<file path="src/rtl/time_set_ctrl.sv">
`default_nettype none
// ============================================================================
//  Module   : time_set_ctrl
//  Brief    : Time-setting mode sequencer with hold-to-repeat inc/dec strobes,
//             idle return to RUN. Optional digit blink: TIME_SET_BLINK_EN.
//  Revision : 1.0  initial release
// ============================================================================
module time_set_ctrl #(
    parameter int HOLD_DELAY    = 50000,
    parameter int REPEAT_PERIOD = 10000,
    parameter int IDLE_TIMEOUT  = 1000000,
    parameter int BLINK_HALF    = 25000
) (
    input  logic       clk100khz,
    input  logic       rst,
    input  logic       mode_set,
    input  logic       inc,
    input  logic       dec,
    output logic [1:0] mode_flag,
    output logic       run_en,
    output logic       inc_pulse,
    output logic       dec_pulse,
    output logic [5:0] blink_mask
);
    // The repeat counter folds back to HOLD_DELAY, so its top value is HOLD+REPEAT-1.
    localparam int c_REP_TOP = HOLD_DELAY + REPEAT_PERIOD - 1;
    localparam int c_MAX_A   = (c_REP_TOP > IDLE_TIMEOUT) ? c_REP_TOP : IDLE_TIMEOUT;
    localparam int c_MAX     = (c_MAX_A > BLINK_HALF) ? c_MAX_A : BLINK_HALF;
    localparam int c_CW      = $clog2(c_MAX + 1);

    localparam logic [c_CW-1:0] c_ONE       = c_CW'(1);
    localparam logic [c_CW-1:0] c_HOLD      = c_CW'(HOLD_DELAY);
    localparam logic [c_CW-1:0] c_REP_LAST  = c_CW'(c_REP_TOP);
    localparam logic [c_CW-1:0] c_IDLE_LAST = c_CW'(IDLE_TIMEOUT - 1);

    localparam logic [1:0] c_ST_RUN   = 2'd0;
    localparam logic [1:0] c_ST_SET_H = 2'd1;
    localparam logic [1:0] c_ST_SET_M = 2'd2;
    localparam logic [1:0] c_ST_SET_S = 2'd3;

    logic [1:0]      r_state;
    logic            r_mode_prev;
    logic            r_inc_prev;
    logic            r_dec_prev;
    logic [c_CW-1:0] r_rep_cnt;
    logic            r_arm_inc;
    logic            r_arm_dec;
    logic [c_CW-1:0] r_idle_cnt;
    logic            r_run_en;
    logic            r_inc_pulse;
    logic            r_dec_pulse;

    logic            w_mode_edge;
    logic            w_inc_edge;
    logic            w_dec_edge;
    logic            w_inc_only;
    logic            w_dec_only;
    logic            w_key_edge;
    logic            w_in_set;
    logic            w_activity;
    logic [1:0]      w_state_nxt;
    logic            w_inc_strobe;
    logic            w_dec_strobe;
    logic [c_CW-1:0] w_rep_nxt;
    logic            w_arm_inc_nxt;
    logic            w_arm_dec_nxt;
    logic [c_CW-1:0] w_idle_nxt;

    assign w_mode_edge = mode_set & ~r_mode_prev;
    assign w_inc_edge  = inc & ~r_inc_prev;
    assign w_dec_edge  = dec & ~r_dec_prev;
    assign w_inc_only  = inc & ~dec;
    assign w_dec_only  = dec & ~inc;
    assign w_key_edge  = w_inc_only ? w_inc_edge : w_dec_edge;
    assign w_in_set    = (r_state != c_ST_RUN);
    assign w_activity  = w_mode_edge | w_inc_edge | w_dec_edge | w_inc_strobe | w_dec_strobe;

    always_comb begin
        w_state_nxt   = r_state;
        w_inc_strobe  = 1'b0;
        w_dec_strobe  = 1'b0;
        w_rep_nxt     = '0;
        w_arm_inc_nxt = 1'b0;
        w_arm_dec_nxt = 1'b0;
        w_idle_nxt    = '0;

        // Repeat only runs after a fresh edge of a key that is pressed alone.
        if (w_in_set && !w_mode_edge && (w_inc_only || w_dec_only)) begin
            if (w_key_edge) begin
                w_rep_nxt     = c_ONE;
                w_inc_strobe  = w_inc_only;
                w_dec_strobe  = w_dec_only;
                w_arm_inc_nxt = w_inc_only;
                w_arm_dec_nxt = w_dec_only;
            end else if ((w_inc_only && r_arm_inc) || (w_dec_only && r_arm_dec)) begin
                w_arm_inc_nxt = w_inc_only;
                w_arm_dec_nxt = w_dec_only;
                w_rep_nxt     = (r_rep_cnt == c_REP_LAST) ? c_HOLD : r_rep_cnt + c_ONE;
                if (r_rep_cnt == c_HOLD) begin
                    w_inc_strobe = w_inc_only;
                    w_dec_strobe = w_dec_only;
                end
            end
        end

        if (w_mode_edge) begin
            case (r_state)
                c_ST_RUN:   w_state_nxt = c_ST_SET_H;
                c_ST_SET_H: w_state_nxt = c_ST_SET_M;
                c_ST_SET_M: w_state_nxt = c_ST_SET_S;
                default:    w_state_nxt = c_ST_RUN;
            endcase
        end else if (w_in_set && !w_activity && (r_idle_cnt == c_IDLE_LAST)) begin
            w_state_nxt = c_ST_RUN;
        end

        if (w_in_set && !w_activity && (w_state_nxt == r_state)) begin
            w_idle_nxt = r_idle_cnt + c_ONE;
        end
    end

    always_ff @(posedge clk100khz) begin
        if (rst) begin
            r_state     <= c_ST_RUN;
            r_mode_prev <= 1'b0;
            r_inc_prev  <= 1'b0;
            r_dec_prev  <= 1'b0;
            r_rep_cnt   <= '0;
            r_arm_inc   <= 1'b0;
            r_arm_dec   <= 1'b0;
            r_idle_cnt  <= '0;
            r_run_en    <= 1'b1;
            r_inc_pulse <= 1'b0;
            r_dec_pulse <= 1'b0;
        end else begin
            r_state     <= w_state_nxt;
            r_mode_prev <= mode_set;
            r_inc_prev  <= inc;
            r_dec_prev  <= dec;
            r_rep_cnt   <= w_rep_nxt;
            r_arm_inc   <= w_arm_inc_nxt;
            r_arm_dec   <= w_arm_dec_nxt;
            r_idle_cnt  <= w_idle_nxt;
            r_run_en    <= (w_state_nxt == c_ST_RUN);
            r_inc_pulse <= w_inc_strobe;
            r_dec_pulse <= w_dec_strobe;
        end
    end

    assign mode_flag = r_state;
    assign run_en    = r_run_en;
    assign inc_pulse = r_inc_pulse;
    assign dec_pulse = r_dec_pulse;

`ifdef TIME_SET_BLINK_EN
    localparam logic [c_CW-1:0] c_BLINK_LAST = c_CW'(BLINK_HALF - 1);

    logic [c_CW-1:0] r_blink_cnt;
    logic            r_blink_on;

    // Phase restarts visible on any mode change or strobe so a new value is shown at once.
    always_ff @(posedge clk100khz) begin
        if (rst) begin
            r_blink_cnt <= '0;
            r_blink_on  <= 1'b1;
        end else if ((w_state_nxt == c_ST_RUN) || (w_state_nxt != r_state) ||
                     w_inc_strobe || w_dec_strobe) begin
            r_blink_cnt <= '0;
            r_blink_on  <= 1'b1;
        end else if (r_blink_cnt == c_BLINK_LAST) begin
            r_blink_cnt <= '0;
            r_blink_on  <= ~r_blink_on;
        end else begin
            r_blink_cnt <= r_blink_cnt + c_ONE;
        end
    end

    always_comb begin
        blink_mask = 6'b111111;
        if (!r_blink_on) begin
            case (r_state)
                c_ST_SET_H: blink_mask[5:4] = 2'b00;
                c_ST_SET_M: blink_mask[3:2] = 2'b00;
                c_ST_SET_S: blink_mask[1:0] = 2'b00;
                default:    blink_mask      = 6'b111111;
            endcase
        end
    end
`else
    assign blink_mask = 6'b111111;
`endif

endmodule
`default_nettype wire

</file>
<file path="config.mk">
export PLATFORM = sky130hd
export DESIGN_NAME = time_set_ctrl
export DESIGN_NICKNAME = d
export VERILOG_FILES = /design/src/rtl/time_set_ctrl.sv
export SDC_FILE = /design/constraint.sdc
export NUM_CORES = 1
export LEC_CHECK = 0
export CAP_MARGIN = 25
export CORE_MARGIN = 2
export CORE_UTILIZATION = 35
export DETAILED_ROUTE_END_ITERATION = 12
export PLACE_DENSITY = 0.56
export SETUP_SLACK_MARGIN = 0.5
export SLEW_MARGIN = 30
export SYNTH_ARGS = -nofsm -noshare
export SYNTH_HDL_FRONTEND = slang
export SYNTH_SLANG_ARGS = --single-unit
export TNS_END_PERCENT = 50
</file>
<file path="constraint.sdc">
create_clock -name clk100khz -period 3 [get_ports clk100khz]
set_clock_uncertainty 0.2 [all_clocks]
set_input_delay 0.6 -clock clk100khz [delete_from_list [all_inputs] [get_ports clk100khz]]
set_output_delay 0.6 -clock clk100khz [all_outputs]
set_load 0.05 [all_outputs]
</file>
Word-level counts from Yosys, hierarchy flattened. Index checks and enable logic that the tools add are counted.

$add $sub $neg: 2. Eq/ne operators: 6. Mux-type cells: 19. Bitwise gates (word level): 17. Reduce and logical (&&, ||, !) cells: 18.

Operator list (number): $add A20 B1 Y20 const B (2); $eq A20 B16 Y1 const B (2); $eq A20 B20 Y1 const B (1); $mux W16 (1); $mux W1 (15); $not A1 Y1 (8); $logic_and A1 B1 Y1 (7); $pmux W2 S3 (1); $and A1 B1 Y1 (5); $reduce_or A5 Y1 (1); $logic_not A2 Y1 (2); $mux W2 (2); $or A1 B1 Y1 (4); $reduce_or A2 Y1 (2); $reduce_or A4 Y1 (1); $eq A2 B1 Y1 const B (1); $eq A2 B2 Y1 (1); $eq A2 B2 Y1 const B (1); $logic_not A1 Y1 (2); $logic_or A1 B1 Y1 (2); $reduce_bool A2 Y1 (1).

Register bits: 50. Input port bits: 5. Logic and storage cells: 75.

Depth between registers and ports, before layout. Gate-level depths: netlist of run 1.

Depth in word-level cells: 18. Depth in mapped cells: 8. Gate-level depth less buffers: 7.

Least setup slack after synthesis of run 1. Ideal clock, no wire load.

Path kind: flip-flop to flip-flop. From: register r_state[0], in the netlist mode_flag[0]. To: register r_rep_cnt[10]. Setup time: 0.064 ns. Data arrival time: 2.045 ns. Required time: 2.736 ns. Path slack: 0.691 ns. Stages on the path, launching flop included: 8. Path buffers: 1. Period minus slack after synthesis: 2.309 ns. Path through: dfxtp_1 > inv_1 > ha_1 > nor4_2 > nand3b_2 > nand2b_1 > buf_4 > nor2_1.

Longest elaborated chain between the ends: 5.

Ends and longest elaborated chain: from (decl) (RTL line 41) `logic [1:0] r_state;`; from (signal assigned) (RTL line 124) `r_state <= c_ST_RUN;`; from (signal assigned) (RTL line 136) `r_state <= w_state_nxt;`; $reduce_bool A2 Y1 (RTL line 75) `assign w_in_set = (r_state != c_ST_RUN);`; $logic_and A1 B1 Y1 (2 in a row) (RTL line 88) `if (w_in_set && !w_mode_edge && (w_inc_only || w_dec_only)) begin`; $not A1 Y1 (no line); $reduce_or A5 Y1 (no line); to (signal assigned) (RTL line 140) `r_rep_cnt <= w_rep_nxt;`; to (decl) (RTL line 45) `logic [c_CW-1:0] r_rep_cnt;`.

Every way passes these cells. A chain may end at the register's enable or synchronous reset.

Worst setup path in the final report of run 1.
From: input inc. To: register r_rep_cnt[19].

Longest elaborated chain between the ends: 6. Elaborated cells between the ends (all ways): 13.

Ends and longest elaborated chain: from (decl) (RTL line 17) `input logic inc,`; $not A1 Y1 (RTL line 73) `assign w_dec_only = dec & ~inc;`; $and A1 B1 Y1 (RTL line 73); $logic_and A1 B1 Y1 or $logic_or A1 B1 Y1 (tied branches) (RTL line 95, 88); $logic_or A1 B1 Y1 or $logic_and A1 B1 Y1 (tied branches) (RTL line 95, 88); $not A1 Y1 (no line); $reduce_or A5 Y1 (no line) *.

Every way passes the cells marked *; elsewhere a longest branch is shown, timed or not.

==> results.ini, run 1 <==
[placed_design]
pre_cts_ws_ns = 0.189
dp_cells = 352
io_buffers = 9
dp_hpwl_um = 3040
gp_congestion = 0.769
place_area_um2 = 2530

[finish]
finalNonFillerCells = 360
fillers = 647
final_area_um2 = 2630
final_util_pct = 41.0
drive_above_1_share_pct = 9.54
antenna_cells = 0
fin_nets = 294
area_growth_pct = 11.7

[power]
intPower_mw = 0.884
irDropWorstVdd_v = 0.000259
seq_power_share_pct = 57.8
p_sw_mw = 0.282
power_density_nw_per_um2 = 443
leakagePower_nw = 0.867
swShare_pct = 24.2
p_comb_share_pct = 7.2
pwr-share-clk_pct = 34.9
total_power_mw = 1.17

[timing]
final.min_clock_period_ns = 2.37
rsz0062_at_grt = yes
max_freq_ghz = 0.422
relSlewSlack_pct = 55.5
setup_viol = 0
finalHoldViolCount = 0
setup_ws_ns = 0.629
maxSlewViolCount = 0
tns_ns = 0
worst_pin_slew_ns = 0.662
hold_slack_ns = 0.284
finalCritPeriodShare_pct = 79.0

[global_routing]
grt.total_usage_pct = 12.9
antenna_found_initial = 0
grt-ovfl-total = 0
grt_start_max_net_pins = 21
grt_pass1_vias = 1667
grt_pass1_wl_um = 7600

[clock_tree]
h-tree-depth = 2
postCtsSetupBuffers = 0
clock_latency_ns = 0.30
cts_buffer_depth = 2
cts_tree = done
clock_sinks = 50
cts-root-buf = clkbuf_8
clkSlewWorstSetupHoldPaths_ns = 0.09
cts_made_buffers = 5

[detailed_routing]
drtAntennaViolNets = 0
drt-initial-drc-count = 77
routed_via_density = 4.89
vias = 1759
firstDrtPassIters = 4
wire_per_inst_um = 11.7
routed_wl_um = 4220
drcViolationCount = 0

[synthesis]
yosys_most_used_dff = dfxtp_1
yosys_warnings = 0
syn_inst = 269
yosysTopAreaCell = dfxtp_1
syn_area_um2 = 2350
ys_seq_area_share_pct = 42.5
ys_async_sr_fraction_pct = 0
synth_area_leaders = dfxtp_1 43%, xor2_1 8.6%, nor2_1 8.1%
synth_seq_cells = 50
synth-edff-count = 0
synth_area_per_cell_um2 = 8.75
synthDistinctLibCells = 44
synth_top_cell_area_share_pct = 42.5
synth_most_common_cell = nor2_1
synthTopCellsByCount = 51 x nor2_1, 50 x dfxtp_1, 23 x xor2_1

[setup_path]
criticalPathCategory = in -> reg
cp_data_arrival_time_ns = 2.40
slowest_stage = clkdlybuf4s50_1
critPathTopFamily = simple AND/OR/NAND/NOR gates
path_cells = clkdlybuf4s50_1, inv_1, ha_1, nor4_2, nand3b_2, nand2b_2, nor2_1
cp.required_ns = 3.03
crit_fanout = 12
start_kind = primary input
startpoint = inc
cpPeakStageDelay_ns = 0.50
end_kind = flip-flop
reg2reg_from = r_rep_cnt[1]$_SDFF_PP0_
worst-path-buf-inv = 2

[min_path]
hp-start = r_idle_cnt[0]$_SDFF_PP0_
hp-class = reg -> reg

[die]
dieArea_um2 = 7400
die_h_um = 86.0
die_w_um = 86.0
initial_utilization_pct = 36.7
core_area_um2 = 6420
pin_count = 16
row_count = 29

[flow_run]
cap_viol_max_count = 0

[status]
status = completed

==> cell type report <==
type | instances | area, µm² | area share, %
flip-flops and latches | 50 | 1000 | 38.1
clock inverters | 2 | 12.5 | 0.476
clock buffers | 6 | 82.6 | 3.14
inverters | 9 | 33.8 | 1.28
multi-input cells | 203 | 1270 | 48.3
repair buffers | 13 | 133 | 5.04
well taps | 77 | 96.3 | 3.66
==> power groups by stage <==
stage / clock (mW) / sequential [mW] / combinational (mW)
detailed placement: 0 / 0.690 / 0.0834
global placement: 0 / 0.690 / 0.0834
floorplan: 0 / 0.703 / 0.0538
global route: 0.459 / 0.675 / 0.0924
finish: 0.407 / 0.674 / 0.0842
CTS: 0.427 / 0.675 / 0.0840
==> final timing paths <==
kind                                   end  slack, ns  depth (start not counted)
hold / removal    r_idle_cnt[0]$_SDFF_PP0_       0.28                          1
setup reg to reg  r_rep_cnt[18]$_SDFF_PP0_       0.83                          6
setup / recovery  r_rep_cnt[19]$_SDFF_PP0_       0.63                          7
hold reg to reg   r_idle_cnt[0]$_SDFF_PP0_       0.28                          1
==> logic make-up (layout without fill, tap and decap cells) <==
| group | Yosys count | count (layout) | share of synthesized area [%] |
|---|---|---|---|
| other | 1 | 6 | 0.159 |
| XOR/XNOR | 35 | 35 | 13.0 |
| AND/OR/NAND/NOR | 138 | 138 | 30.8 |
| adder cells (fa/ha/maj) | 7 | 7 | 3.72 |
| buffers and inverters | 21 | 30 | 4.62 |
| AO/OA/AOI/OAI | 17 | 17 | 5.21 |
| flip-flops | 50 | 50 | 42.5 |
==> flip-flops by register name, summed over array words and instances (netlist names) <==
| signal | count |
|---|---|
| r_rep_cnt | 20 |
| inc_pulse | 1 |
| run_en | 1 |
| r_inc_prev | 1 |
| r_arm_dec | 1 |
| mode_flag | 2 |
| r_idle_cnt | 20 |
| r_mode_prev | 1 |
| r_dec_prev | 1 |
| dec_pulse | 1 |
| r_arm_inc | 1 |
==> layout by cell type, fill, tap and decap left out, types with 3 or more instances in the layout <==
cell / count
a21oi_1: 4
and3_1: 4
and4_2: 3
buf_4: 3
clkbuf_8: 6
clkdlybuf4s50_1: 9
conb_1: 6
dfxtp_1: 50
ha_1: 7
inv_1: 9
nand2_1: 19
nand3_1: 14
nand4_1: 11
nor2_1: 51
nor2b_1: 5
nor3_1: 6
nor4_1: 5
xnor2_1: 12
xor2_1: 23
==> layer usage <==
layer | wire length, µm | GRT usage, % | share of wire (%) | vias up
li1 | - | - | - | 931
met2 | 1810 | 18.7 | 43 | 25
met1 | 2200 | 17.9 | 52 | 794
met4 | 93 | 5.63 | 2.2 | 0
met5 | 0 | 0 | 0 | -
met3 | 119 | 3.27 | 2.8 | 9
==> repair_timing <==
item,in CTS,in global routing
endpoints found under the hold margin,0,0
setup endpoints to repair,0,33
gates resized for setup,0,2
hold buffers,0,0
No activity file was read; power rests on OpenSTA's default activity.
==> run 2, diff against run 1 <==
==> constraint.sdc (replaced) <==
create_clock -name clk100khz -period 2.5 [get_ports clk100khz]
set_clock_uncertainty 0.2 [all_clocks]
set_input_delay 0.5 -clock clk100khz [delete_from_list [all_inputs] [get_ports clk100khz]]
set_output_delay 0.5 -clock clk100khz [all_outputs]
set_load 0.05 [all_outputs]
==> run 2 against run 1 <==
Wire length up 13%. First-iteration DRC count shrank 17%. Design area grew 11%. Die area stayed put. Clock power increased by 14%. Register-to-register slack got worse by 0.30 ns. Sequential power increased by 20%. Critical path type is now reg -> reg. Critical endpoint is now run_en$_SDFF_PP1_. Largest power group unchanged.
==> results.ini, run 2 (synthesis results as in run 1) <==
[finish]
fin_nets = 310
drive_above_1_share_pct = 20.1
final_cell_mix = 51 x nor2_1, 43 x dfxtp_1, 23 x xor2_1, 19 x nand2_1, 15 x buf_4
antenna_cells = 0
area_growth_pct = 23.4
final_common_cell = nor2_1
fillers = 620

[setup_path]
path_cells = or4b_1, nor4_2, nand4_1, o2111a_2, o21bai_1
criticalPathCategory = reg -> reg
cp_data_arrival_time_ns = 1.97
cp.required_ns = 2.50
slowest_stage = or4b_1
cpPeakStageDelay_ns = 0.52
end_kind = flip-flop
r2r_slack_ns = 0.53
crit_fanout = 6
start_kind = flip-flop

[timing]
setup_viol = 0
final.min_clock_period_ns = 1.97
worst_pin_slew_ns = 0.504
rsz0062_at_grt = yes
finalHoldViolCount = 0
max_freq_ghz = 0.507
finalCritPeriodShare_pct = 78.8
hold_slack_ns = 0.251
relSlewSlack_pct = 66.3
maxSlewViolCount = 0
tns_ns = 0

[global_routing]
grt_start_max_net_pins = 21
grt_util_met1_pct = 18.9
grt-ovfl-total = 0
busiest_layer = met2
antenna_found_initial = 0
grt.met2_usage_pct = 19.7
grt.total_usage_pct = 13.4
grt_pass1_wl_um = 7940
grt_use_met3_pct = 2.89
grt_pass1_vias = 1716

[placed_design]
gp_congestion = 0.764
io_buffers = 9
dp_hpwl_um = 3130

[detailed_routing]
routed_via_density = 5.01
routed_wl_um = 4760
drtAntennaViolNets = 0
drt-initial-drc-count = 64
drcViolationCount = 0
firstDrtPassIters = 4
vias = 1882
wire_per_inst_um = 12.6

[clock_tree]
clkSlewWorstSetupHoldPaths_ns = 0.09
cts-root-buf = clkbuf_8
cts_tree = done
clock_sinks = 50
h-tree-depth = 2
cts_made_buffers = 5
cts_buffer_depth = 2
clock_latency_ns = 0.30

[die]
pin_count = 16
die_w_um = 86.0
core_area_um2 = 6420
row_count = 29
dieArea_um2 = 7400
initial_utilization_pct = 36.7
die_h_um = 86.0

[power]
irDropWorstVdd_v = 0.000209
power_density_nw_per_um2 = 481
leakagePower_nw = 1.10

[status]
status = completed

[flow_run]
cap_viol_max_count = 0

[min_path]
hp-class = in -> reg

run 2: power breakdown:
part / switching, mW / leakage, nW / internal [mW] / total (mW)
clock network: 0.264 / 0.0452 / 0.198 / 0.462
logic: 0.0775 / 0.647 / 0.0516 / 0.129
registers: 0.00584 / 0.408 / 0.803 / 0.809
total: 0.347 / 1.10 / 1.05 / 1.40
run 2: stage by stage:
step	utilization (%)	instance area (µm²)	cells	power (mW)	setup WS, ns
after floorplan	-	2410	274	0.911	0.508
after global placement	40.8	2620	360	0.941	0.0117
after detailed placement	40.8	2620	360	0.941	-0.0209
after CTS	43.4	2790	371	1.41	0.337
after global routing	45.3	2910	376	1.47	0.435
final	45.3	2910	376	1.40	0.529
run 2: timing repair:
action	in CTS	in global routing
hold endpoints to repair	0	0
endpoints found under the setup margin	49	47
hold buffers	0	0
gates resized for setup	18	16
buffers inserted	2	3
cloned	1	2
pin swaps	5	7
run 2: layout make-up:
cell class	instances	area (µm²)	area share [%]
Tap cell	77	96.3	3.31
Timing Repair Buffer	28	290	9.99
Sequential cell	50	1020	35.0
Multi-Input combinational cell	204	1380	47.6
Clock buffer	6	72.6	2.50
Inverter	9	33.8	1.16
Clock inverter	2	13.8	0.474
run 2: path summary, 6_finish.rpt:
path | start | to | depth (start not counted)
worst min-delay path | mode_set | r_mode_prev$_SDFF_PP0_ | 2
worst min register to register | r_idle_cnt[0]$_SDFF_PP0_ | r_idle_cnt[0]$_SDFF_PP0_ | 1
worst max-delay path | r_rep_cnt[5]$_SDFF_PP0_ | run_en$_SDFF_PP1_ | 5
worst max register to register | r_rep_cnt[5]$_SDFF_PP0_ | run_en$_SDFF_PP1_ | 5
run 2: critical path, delay by kind of cell, from the launching register on:
family             cells  cell delay (ns)
and+or+nand+nor        3             0.85
AOI/OAI and AO/OA      2             0.47
DFF                    1             0.36
run 2: metal layers:
layer	vias up	part of all wire [%]
met1	886	52
met5	-	0
met4	0	1.7
li1	970	-
met3	7	2.4
met2	19	44
==> run 3, diff against run 2 <==
--- a/config.mk
+++ b/config.mk
@@ -9,7 +9,7 @@
 export CORE_MARGIN = 2
 export CORE_UTILIZATION = 35
 export DETAILED_ROUTE_END_ITERATION = 12
-export PLACE_DENSITY = 0.56
+export PLACE_DENSITY = 0.58
 export SETUP_SLACK_MARGIN = 0.5
 export SLEW_MARGIN = 30
 export SYNTH_ARGS = -nofsm -noshare
==> constraint.sdc (replaced) <==
create_clock -name clk100khz -period 1.8 [get_ports clk100khz]
set_clock_uncertainty 0.2 [all_clocks]
set_input_delay 0.36 -clock clk100khz [delete_from_list [all_inputs] [get_ports clk100khz]]
set_output_delay 0.36 -clock clk100khz [all_outputs]
set_load 0.05 [all_outputs]
==> run 3 against run 2 <==
The flow now finishes with violations (setup timing). Cell count increased by 16%. Sequential power grew 38%. Setup slack got worse by 0.73 ns. Die area unchanged. Clock power grew 72%.
==> results.ini, run 3 (synthesis results as in run 1) <==
[timing]
max_freq_ghz = 0.499
setup_ws_ns = -0.204
hold_slack_ns = 0.232
rsz0062_at_grt = yes
finalHoldViolCount = 0
setup_viol = 30
finalCritPeriodShare_pct = 111
final.min_clock_period_ns = 2.00
maxSlewViolCount = 0

[finish]
fin_nets = 370
area_growth_pct = 59.7
fillers = 521
final_cell_mix = 62 x buf_4, 43 x dfxtp_1, 28 x nor2_1, 23 x xor2_1
final_area_um2 = 3760
antenna_cells = 0
final_common_cell = buf_4
final_util_pct = 58.6
drive_above_1_share_pct = 47.4
finalNonFillerCells = 436

[detailed_routing]
drcViolationCount = 0
vias = 2149
routed_wl_um = 5790
drtAntennaViolNets = 0
wire_per_inst_um = 13.3
routed_via_density = 4.93
drt-initial-drc-count = 47
firstDrtPassIters = 4

[placed_design]
gp_congestion = 0.780
dp_hpwl_um = 3560
place_area_um2 = 3020
io_buffers = 9
dp_cells = 405
pre_cts_ws_ns = -0.582

[setup_path]
end_kind = flip-flop
start_kind = flip-flop
criticalPathCategory = reg -> reg
crit_fanout = 3
cp_data_arrival_time_ns = 2.00
startpoint = r_rep_cnt[7]$_SDFF_PP0_
cp.required_ns = 1.80
reg2reg_from = r_rep_cnt[7]$_SDFF_PP0_

[clock_tree]
clock_latency_ns = 0.31
clock_sinks = 50
cts_buffer_depth = 2
cts_tree = done
cts-root-buf = clkbuf_8
cts_hold_buf = 0
clkSlewWorstSetupHoldPaths_ns = 0.10
h-tree-depth = 2
cts_made_buffers = 5

[die]
die_h_um = 86.0
core_area_um2 = 6420
row_count = 29
initial_utilization_pct = 36.7
pin_count = 16
die_w_um = 86.0
dieArea_um2 = 7400

[flow_run]
cap_viol_max_count = 0

[power]
power_density_nw_per_um2 = 579
leakagePower_nw = 1.47
irDropWorstVdd_v = 0.000304

[global_routing]
grt_start_max_net_pins = 15
grt_pass1_vias = 2087
antenna_found_initial = 0
grt-ovfl-total = 0
grt_pass1_wl_um = 9380
grt.total_usage_pct = 16.0
busiest_layer = met2
grt_use_met3_pct = 2.98
grt_util_met1_pct = 19.0
grt.met2_usage_pct = 28.1

[status]
status = finished with violations
violations = setup timing

[min_path]
hp-class = in -> reg
hp-start = mode_set

-- run 3: changes by cell type in the layout (fill, tap and decap cells not counted), sizes merged --
cell / delta
buf: +67
dlymetal6s2s: -4
clkinv: -2
bufinv: +1
clkbuf: -1
dlygate4sd2: -1
-- run 3: path summary, 6_finish.rpt --
path	to	slack [ns]	cells past startpoint
min reg2reg	r_idle_cnt[18]$_SDFF_PP0_	0.35	2
max	run_en$_SDFF_PP1_	-0.20	5
max reg2reg	run_en$_SDFF_PP1_	-0.20	5
min	r_mode_prev$_SDFF_PP0_	0.23	2
-- run 3: per-layer routing --
metal | vias up | wire length (µm)
li1 | 1085 | -
met1 | 1030 | 2620
met2 | 28 | 2970
met3 | 6 | 124
met4 | 0 | 79
met5 | - | 0
-- run 3: area by class of cell --
| cell class | count | area, µm² | area share (%) |
|---|---|---|---|
| Tap cell | 77 | 96.3 | 2.56 |
| Inverter | 9 | 38.8 | 1.03 |
| Clock inverter | 1 | 30.0 | 0.798 |
| Clock buffer | 7 | 76.3 | 2.03 |
| Multi-Input combinational cell | 204 | 1660 | 44.1 |
| Timing Repair Buffer | 88 | 845 | 22.5 |
| Sequential cell | 50 | 1010 | 27.0 |
-- run 3: stage by stage --
step | total power, mW | setup TNS (ns)
detailed placement | 1.34 | -24.27
finish | 2.18 | -4.25
global placement | 1.34 | -23.45
floorplan | 1.28 | -0.0415
global route | 2.25 | -7.33
CTS | 2.17 | -2.73
-- run 3: power breakdown --
part | leakage (nW) | total, mW | switching, mW | internal [mW]
sequential | 0.408 | 1.12 | 0.00857 | 1.12
clock | 0.0524 | 0.795 | 0.378 | 0.417
combinational | 1.01 | 0.257 | 0.133 | 0.125
total | 1.47 | 2.18 | 0.519 | 1.66
-- run 3: what timing repair did --
| item | 4_1_cts | 5_1_grt |
|---|---|---|
| pin swaps | 39 | 20 |
| setup buffers | 14 | 5 |
| resized for setup | 58 | 41 |
| setup endpoints to repair | 52 | 52 |
| gates cloned | 4 | 0 |
| endpoints found under the hold margin | 0 | 0 |
-- run 3: worst max-delay path, stage by stage, from the launching register on --
cell and delay (ns):
dfxtp_2 0.33, or4b_4 0.54, nor4_4 0.16, nand4_1 0.19, o2111a_2 0.32, o21bai_1 0.15
==> RTL change: new RTL, config.mk and constraints of run 1 <==
Compare `r_rep_cnt` against `c_HOLD` with >= in place of ==.
--- a/src/rtl/time_set_ctrl.sv
+++ b/src/rtl/time_set_ctrl.sv
@@ -96,7 +96,7 @@
                 w_arm_inc_nxt = w_inc_only;
                 w_arm_dec_nxt = w_dec_only;
                 w_rep_nxt     = (r_rep_cnt == c_REP_LAST) ? c_HOLD : r_rep_cnt + c_ONE;
-                if (r_rep_cnt == c_HOLD) begin
+                if (r_rep_cnt >= c_HOLD) begin
                     w_inc_strobe = w_inc_only;
                     w_dec_strobe = w_dec_only;
                 end
Check against the original RTL: same outputs for any inputs over 10 cycles, from zero or initial values and one cycle with rst high; that may be too few to reach the edited logic, so the function may still have changed.
==> RTL change against run 1 <==
Routed wire length is 26% higher; sequential cell count stayed put; worst setup slack worse by 49 ps; final area is 17% higher; largest cell class unchanged; synthesized area is 7.4% higher; critical endpoint is now r_rep_cnt[16]$_SDFF_PP0_; die area is 7.1% higher.
Power is not compared: it rests on default switching activity, and its combinational part moved more than twofold at a synthesized area within 25%.
==> RTL change: results (changes against run 1) <==
* Synthesis Warnings at 0 (unchanged)
* Clock buffer count at 5 (was 6)
* DR vias at 2056 (was 1759)
* Critical path startpoint: mode_set (was inc)
* Worst skew pair latency at 300 ps (about the same)
* Worst stage delay on the critical path at 430 ps (was 500 ps)
* ClkCell Share at 2.57% (was 3.62%)
* Outcome: finished, final reports clean (unchanged)
* Non-clock buffers at 29 (was 13)
* DP Wirelength at 3420 um (was 3040 um)
* Seq area share at 32.9% (was 38.1%)
* Critical path fanouts, max at 13 (was 12)
* Syn_area_per_cell at 8.88 um^2 (was 8.75 um^2)
* Max VDD drop at 0.230 mV
* 1st-iter DRT viols at 76 (was 77)
* Root Buffer: clkbuf_8 (unchanged)
* Final core occ at 44.4% (was 41.0%)
* Sequential cell power at 0.000692 W
* Initial antenna violation count at 0 (unchanged)
* GPL Wtd Cong at 0.811 (was 0.769)
* Nets at 326 (was 294)
* Final period utilization at 80.7% (was 79.0%)
* Multi-input gate count at 218 (was 203)
* Critical-path top delay cell: or4_4 (was clkdlybuf4s50_1)
* Worst R2R End: r_idle_cnt[17]$_SDFF_PP0_ (was r_rep_cnt[18]$_SDFF_PP0_)
* Drt wl/cell at 13.0 um (was 11.7 um)
* Crit path to: r_rep_cnt[16]$_SDFF_PP0_ (was r_rep_cnt[19]$_SDFF_PP0_)
* M3 GR Usage at 3.05% (was 3.27%)
* Data buffer area share at 8.15% (was 5.04%)
* Layout cell share with drive strength beyond 1 at 19.7% (was 9.54%)
* Clk pin slew, worst setup/hold paths at 90 ps (about the same)
* Inverters at 10 (was 9)
* GRT met1 Usage at 19.2% (was 17.9%)
* Worst slack at placement at -36.6 ps (was 189 ps)
* Dpl cell area at 2780 um^2 (was 2530 um^2)
* R2R cell count at 7 (was 6)
* Hold_ws at 260 ps (was 284 ps)
* Vias in the first global route at 1931 (was 1667)
* RR Startpoint: mode_flag[0]$_SDFF_PP0_ (was r_rep_cnt[1]$_SDFF_PP0_)
* Post-synthesis sequential area ratio at 39.6% (was 42.5%)
* Max-slew headroom at 49.7% (was 55.5%)
* Reg2reg setup slack at 670 ps (was 830 ps)
* Die area at 7920 um^2 (was 7400 um^2)
* Pin count of the biggest net entering global routing at 20 (was 21)
* GR Util All Layers at 14.4% (was 12.9%)
* Placed Cells at 391 (was 352)
* Synth cell types at 51 (was 44)
* Met2 usage at 23.5% (was 18.7%)
* Final wirelength at 5330 um (was 4220 um)
* First-pass GRT wire length at 9010 um (was 7600 um)
* Fillcell total at 705 (was 647)
* Synth cell count leaders: dfxtp_1 (50), nor2_1 (40), nand3_1 (23) (was nor2_1 (51), dfxtp_1 (50), xor2_1 (23))
* Multi-input logic portion of the cell area at 51.3% (was 48.3%)
* Ranking of synthesized cells by area: dfxtp_1 (40%), xor2_1 (6.9%), nor2_1 (5.9%) (was dfxtp_1 (43%), xor2_1 (8.6%), nor2_1 (8.1%))
* Critical Path AT at 2460 ps (was 2400 ps)
[RTL change: cell count changes after synthesis, sizes merged, moves of 8 or more]
| cell | delta |
|---|---|
| nand2 | -8 |
| nand3 | +10 |
| a211oi | +11 |
| nor2 | -11 |
[RTL change: kinds of logic (layout without fill, tap and decap cells)]
| group | Yosys count | count (layout) | synth area share [%] |
|---|---|---|---|
| AOI/OAI and AO/OA | 33 | 34 | 10.6 |
| xor gates and xnor gates | 35 | 35 | 12.1 |
| adders and majority gates | 7 | 7 | 3.46 |
| buffers and inverters | 24 | 46 | 5.09 |
| DFF | 50 | 50 | 39.6 |
| other | 1 | 6 | 0.148 |
| and+or+nand+nor | 135 | 136 | 29.0 |
[RTL change: metal layers]
layer	share of wire (%)	up-vias
li1	-	1058
met1	50	968
met2	46	24
met3	2.8	6
met4	0.99	0
met5	0	-
[RTL change: repair_timing]
action	CTS	global route
setup endpoints to repair	42	10
gates resized for setup	24	2
buffers inserted	7	3
pin swaps	7	3
cloned	2	0
